File: src/rtl/fixed_point_neuron_mac.sv
// Streaming fixed-point MAC for one neuron pre-activation: bias + sum(x*w),
// saturated to DATA_WIDTH in Q(INTEGER).(FRACTION) format.
//
// state | meaning
// IDLE  | waiting for the first beat of a vector
// ACCUM | accepting further beats of the current vector
// DRAIN | last beat accepted; flush pending product, then saturate
// DONE  | result presented on out_*, waiting for out_ready
module fixed_point_neuron_mac #(
    parameter int DATA_WIDTH = 32,
    parameter int INTEGER    = 10,
    parameter int FRACTION   = 22,
    parameter int ACC_WIDTH  = 48,
    parameter int LEN_WIDTH  = 16
) (
    input  logic                  clk,
    input  logic                  rst_n,
    input  logic                  in_valid,
    output logic                  in_ready,
    input  logic [DATA_WIDTH-1:0] in_x,
    input  logic [DATA_WIDTH-1:0] in_w,
    input  logic [DATA_WIDTH-1:0] in_bias,
    input  logic                  in_act_enable,
    input  logic                  in_last,
    output logic                  out_valid,
    input  logic                  out_ready,
    output logic [DATA_WIDTH-1:0] out_data,
    output logic                  out_act_enable,
    output logic                  out_sat,
    output logic [LEN_WIDTH-1:0]  out_count
);

    typedef enum logic [1:0] {IDLE, ACCUM, DRAIN, DONE} state_t;

    localparam int PW = 2 * DATA_WIDTH;
    localparam logic [PW-1:0] ROUND_HALF = PW'(1) << (FRACTION - 1);
    localparam logic [DATA_WIDTH-1:0] SAT_MAX = {1'b0, {(DATA_WIDTH-1){1'b1}}};
    localparam logic [DATA_WIDTH-1:0] SAT_MIN = {1'b1, {(DATA_WIDTH-1){1'b0}}};

    state_t                 state, state_next;
    logic                   accept;
    logic [ACC_WIDTH-1:0]   acc;
    logic [ACC_WIDTH-1:0]   prod;
    logic                   prod_valid;
    logic [LEN_WIDTH-1:0]   count;
    logic                   act_cap;

    logic signed [PW-1:0]   prod_full;
    logic signed [PW-1:0]   prod_round;
    logic signed [PW-1:0]   prod_shift;
    logic [ACC_WIDTH-1:0]   prod_ext;
    logic [ACC_WIDTH-1:0]   bias_ext;
    logic                   overflow;
    logic [DATA_WIDTH-1:0]  sat_data;

    assign accept = in_valid & in_ready;

    // Next-state and handshake outputs
    always_comb begin
        state_next = state;
        in_ready   = 1'b0;
        out_valid  = 1'b0;
        case (state)
            IDLE: begin
                in_ready = 1'b1;
                if (in_valid) state_next = in_last ? DRAIN : ACCUM;
            end
            ACCUM: begin
                in_ready = 1'b1;
                if (in_valid && in_last) state_next = DRAIN;
            end
            DRAIN: begin
                if (!prod_valid) state_next = DONE;
            end
            DONE: begin
                out_valid = 1'b1;
                if (out_ready) state_next = IDLE;
            end
            default: state_next = IDLE;
        endcase
    end

    // Round-half-up product, sign-extended bias, and output saturation
    always_comb begin
        prod_full  = $signed(in_x) * $signed(in_w);
        prod_round = prod_full + $signed(ROUND_HALF);
        prod_shift = prod_round >>> FRACTION;
        // Shifted product fits in 2*DATA_WIDTH-FRACTION bits, so the low
        // ACC_WIDTH bits are already its sign extension.
        prod_ext   = prod_shift[ACC_WIDTH-1:0];
        bias_ext   = {{(ACC_WIDTH-DATA_WIDTH){in_bias[DATA_WIDTH-1]}}, in_bias};
        overflow   = !((&acc[ACC_WIDTH-1:DATA_WIDTH-1]) || !(|acc[ACC_WIDTH-1:DATA_WIDTH-1]));
        sat_data   = acc[DATA_WIDTH-1:0];
        if (overflow) sat_data = acc[ACC_WIDTH-1] ? SAT_MIN : SAT_MAX;
    end

    // State register
    always_ff @(posedge clk) begin
        if (!rst_n) state <= IDLE;
        else        state <= state_next;
    end

    // Product pipeline register and accumulator
    always_ff @(posedge clk) begin
        if (!rst_n) begin
            prod       <= '0;
            prod_valid <= 1'b0;
            acc        <= '0;
        end else begin
            prod_valid <= accept;
            if (accept) prod <= prod_ext;
            if (accept && state == IDLE) acc <= bias_ext;
            else if (prod_valid)         acc <= acc + prod;
        end
    end

    // Term counter and first-beat activation-enable capture
    always_ff @(posedge clk) begin
        if (!rst_n) begin
            count   <= '0;
            act_cap <= 1'b0;
        end else if (accept) begin
            if (state == IDLE) begin
                count   <= LEN_WIDTH'(1);
                act_cap <= in_act_enable;
            end else if (count != '1) begin
                count <= count + LEN_WIDTH'(1);
            end
        end
    end

    // Result registers, loaded once the last product has been folded in
    always_ff @(posedge clk) begin
        if (!rst_n) begin
            out_data       <= '0;
            out_sat        <= 1'b0;
            out_count      <= '0;
            out_act_enable <= 1'b0;
        end else if (state == DRAIN && !prod_valid) begin
            out_data       <= sat_data;
            out_sat        <= overflow;
            out_count      <= count;
            out_act_enable <= act_cap;
        end
    end

endmodule

File: config.mk
export PLATFORM = sky130hd
export DESIGN_NAME = fixed_point_neuron_mac
export DESIGN_NICKNAME = d
export VERILOG_FILES = /design/src/rtl/fixed_point_neuron_mac.sv
export SDC_FILE = /design/constraint.sdc
export NUM_CORES = 2
export LEC_CHECK = 0
export BUFFER_PORTS_ARGS = -buffer_cell sky130_fd_sc_hd__buf_4
export CORE_UTILIZATION = 50
export CTS_BUF_LIST = sky130_fd_sc_hd__clkbuf_2
export CTS_CLUSTER_DIAMETER = 50
export DETAILED_ROUTE_END_ITERATION = 10
export GPL_TIMING_DRIVEN = 0
export PLACE_DENSITY = 0.66
export SLEW_MARGIN = 40
export SYNTH_ARGS = -nofsm -noshare
export SYNTH_HDL_FRONTEND = slang
export SYNTH_SLANG_ARGS = --single-unit
File: constraint.sdc
create_clock -name clk -period 9.5 [get_ports clk]
set_clock_uncertainty 0.2 [all_clocks]
set_input_delay 1.425 -clock clk [delete_from_list [all_inputs] [get_ports clk]]
set_output_delay 1.425 -clock clk [all_outputs]
set_load 0.03 [all_outputs]
==> reports/results.tsv <==
metric	value	unit
htree_num_levels	4	
hold_class	reg -> reg	
postCtsSetupRepairBufs	0	
die_w	300	um
syn_area_per_cell	9.08	sq um
drc_errors	0	
layout_setup_ws	197	ps
first_iter_violations	3014	
cts.sinks	160	
viasPerCell	5.61	
io_buffers	152	
holdWs	275	ps
drv_cap	0	
ys_seq_area_share	7.22	%
cts_buffers	17	
final_util	54.1	%
clk_latency	870	ps
grt_overflow_total	0	
synth_top_area_share	48.9	%
die-height	300	um
cts_tree	yes	
hold_violations	0	
rsz0062_at_grt	no	
ctsHoldBuffers	0	
syn_area	44400	sq um
post-synth-top-area-cell	fa_1	
synthTopCellsByCount	fa_1 (1083), inv_1 (1025), nand2_1 (634), and2_1 (524), clkbuf_1 (251)	
relSlewSlack	36.5	%
routedWlPerCell	24.2	um
grt_max_degree	24	
setup_viol	0	
crit_type	in -> reg	
yosysWarnings	0	
drive_gt1_share	5.13	%
die_area	89900	sq um
drt-total-wl	151	mm
final.period_utilization	97.9	%
grt_pass1_vias	36100	
ys.flop_type	dfxtp_1	
tightest_slew	952	ps
syn_inst	4886	
ys_types	68	
start_util	50.8	%
critPathCaptureType	flip-flop	
hpwlAfterDp	131	mm
critPathLaunchType	primary input	
dp_slack	-919	ps
path_clk_slew	260	ps
ant_nets	0	
gp_congestion	1.04	
maxSlewViolCount	0	
clockBufferDepth	2	
synth_edf_count	0	
grtUsageTotal	34.1	%
synthArstFlopShare	0	%
path_max_fanout	10	
status	complete, no violations	
synth_area_leaders	fa_1 (49%), inv_1 (8.7%), and2_1 (7.4%), dfxtp_1 (7.2%), ha_1 (6.5%)	
grt_antenna_before_repair	11	
vias	35000	
pin_count	154	
ys_ff_latch	160	
cts_root_buf	clkbuf_2	
fmax	107	MHz
fin_nets	6473	
cp.arrival	9880	ps
synth_most_common_cell	fa_1	
core_area	87300	sq um
grt_pass1_wl	225	mm
synthesis.nets	6301	
min_period	9300	ps
syn2layout_area_growth	6.50	%
rows	108	
critPathRequiredTime	10070	ps
dr.pass1.iters	6	
[flip-flops by register name, summed over array words and instances (netlist names)]
signal and cells:
count 16, out_count 16, prod_valid 1, acc 48, out_data 32, out_sat 1
state 2, prod 42, out_act_enable 1, act_cap 1
[repair_timing]
item	in CTS	in global routing
setup endpoints to repair	2	12
pin swaps	0	0
resized for setup	2	11
hold endpoints to repair	0	0
[critical path, stage by stage]
cell,delay [ps]
buf_4,120
clkbuf_1,710
nand2_1,180
fa_1,570
inv_1,50
fa_1,440
fa_1,500
inv_1,50
fa_1,480
inv_1,60
fa_1,480
fa_1,510
fa_1,490
inv_1,50
fa_1,470
inv_1,40
ha_1,290
nand3_1,170
a2111oi_2,390
a32oi_1,260
a211oi_2,590
nor3_2,170
o21ba_2,270
o211ai_1,330
a31o_2,320
a221oi_1,120
xnor2_1,220
o21ai_0,100
[per-layer routing]
| layer | wire length, um | vias to the layer above | GRT usage, % |
|---|---|---|---|
| met1 | 59400 | 18000 | 46.4 |
| met4 | 8550 | 2 | 16.2 |
| met3 | 14100 | 381 | 6.01 |
| li1 | - | 15000 | - |
| met2 | 68700 | 1667 | 53.2 |
| met5 | 13 | - | 0 |
[kinds of logic after synthesis]
logic type / Yosys count / synth area share [%]
buffers and inverters: 1286 / 10.9
XOR/XNOR: 106 / 2.09
multiplexers: 33 / 0.747
flip-flops: 160 / 7.22
AND/OR/NAND/NOR: 1433 / 16.0
AO/OA/AOI/OAI: 555 / 7.67
adder cells (fa/ha/maj): 1313 / 55.3
[cells in the final DEF, fill, tap and decap left out, types with 5 or more instances in the layout]
master,instances
nand2_1,634
inv_1,1025
nor2b_1,31
nor2_1,100
nand4_1,21
o21a_1,12
buf_4,154
nor3_1,13
a31oi_1,19
xnor2_1,75
diode_2,5
fa_1,1080
o21ai_0,110
ha_1,230
and2_1,524
a211oi_1,32
mux2i_1,32
inv_6,6
nor4_1,6
clkbuf_1,205
o21bai_1,18
a221oi_1,5
xor2_1,31
clkbuf_2,64
buf_1,8
o211ai_1,9
o31ai_1,8
and3_1,25
a21oi_1,218
and4b_1,5
a21o_1,69
dfxtp_1,160
nand3_1,34
nand2b_1,20
[path summary, 6_finish.rpt]
check                               from             end  slack (ps)  cells past startpoint
worst max-delay path            in_x[10]        prod[41]         200                     28
worst min-delay path             act_cap  out_act_enable         270                      2
worst min register to register   act_cap  out_act_enable         270                      2
worst max register to register    acc[1]         acc[40]        5530                     13
[through the flow]
step | cells | area [sq um] | setup TNS, ps
detailed placement | 6193 | 47000 | -14790
CTS | 6225 | 47200 | 0
global route | 6227 | 47300 | 0
floorplan | 4886 | 44400 | 0
finish | 6231 | 47300 | 0
global placement | 6193 | 47000 | -19360
[layout make-up]
cell class                 instances  area, sq um
fill                            8350        40000
multi-input combinational       3440        36400
inverter                        1025         3850
sequential                       160         3200
tap                             1155         1450
timing repair buffer             154         1160
buffer                           260         1030
clock inverter                    13          101
clock buffer                      19         95.1
antenna                            5         12.5
Power is not shown: default switching activity piles up to over one toggle a cycle in this logic, so the estimate is an artifact.
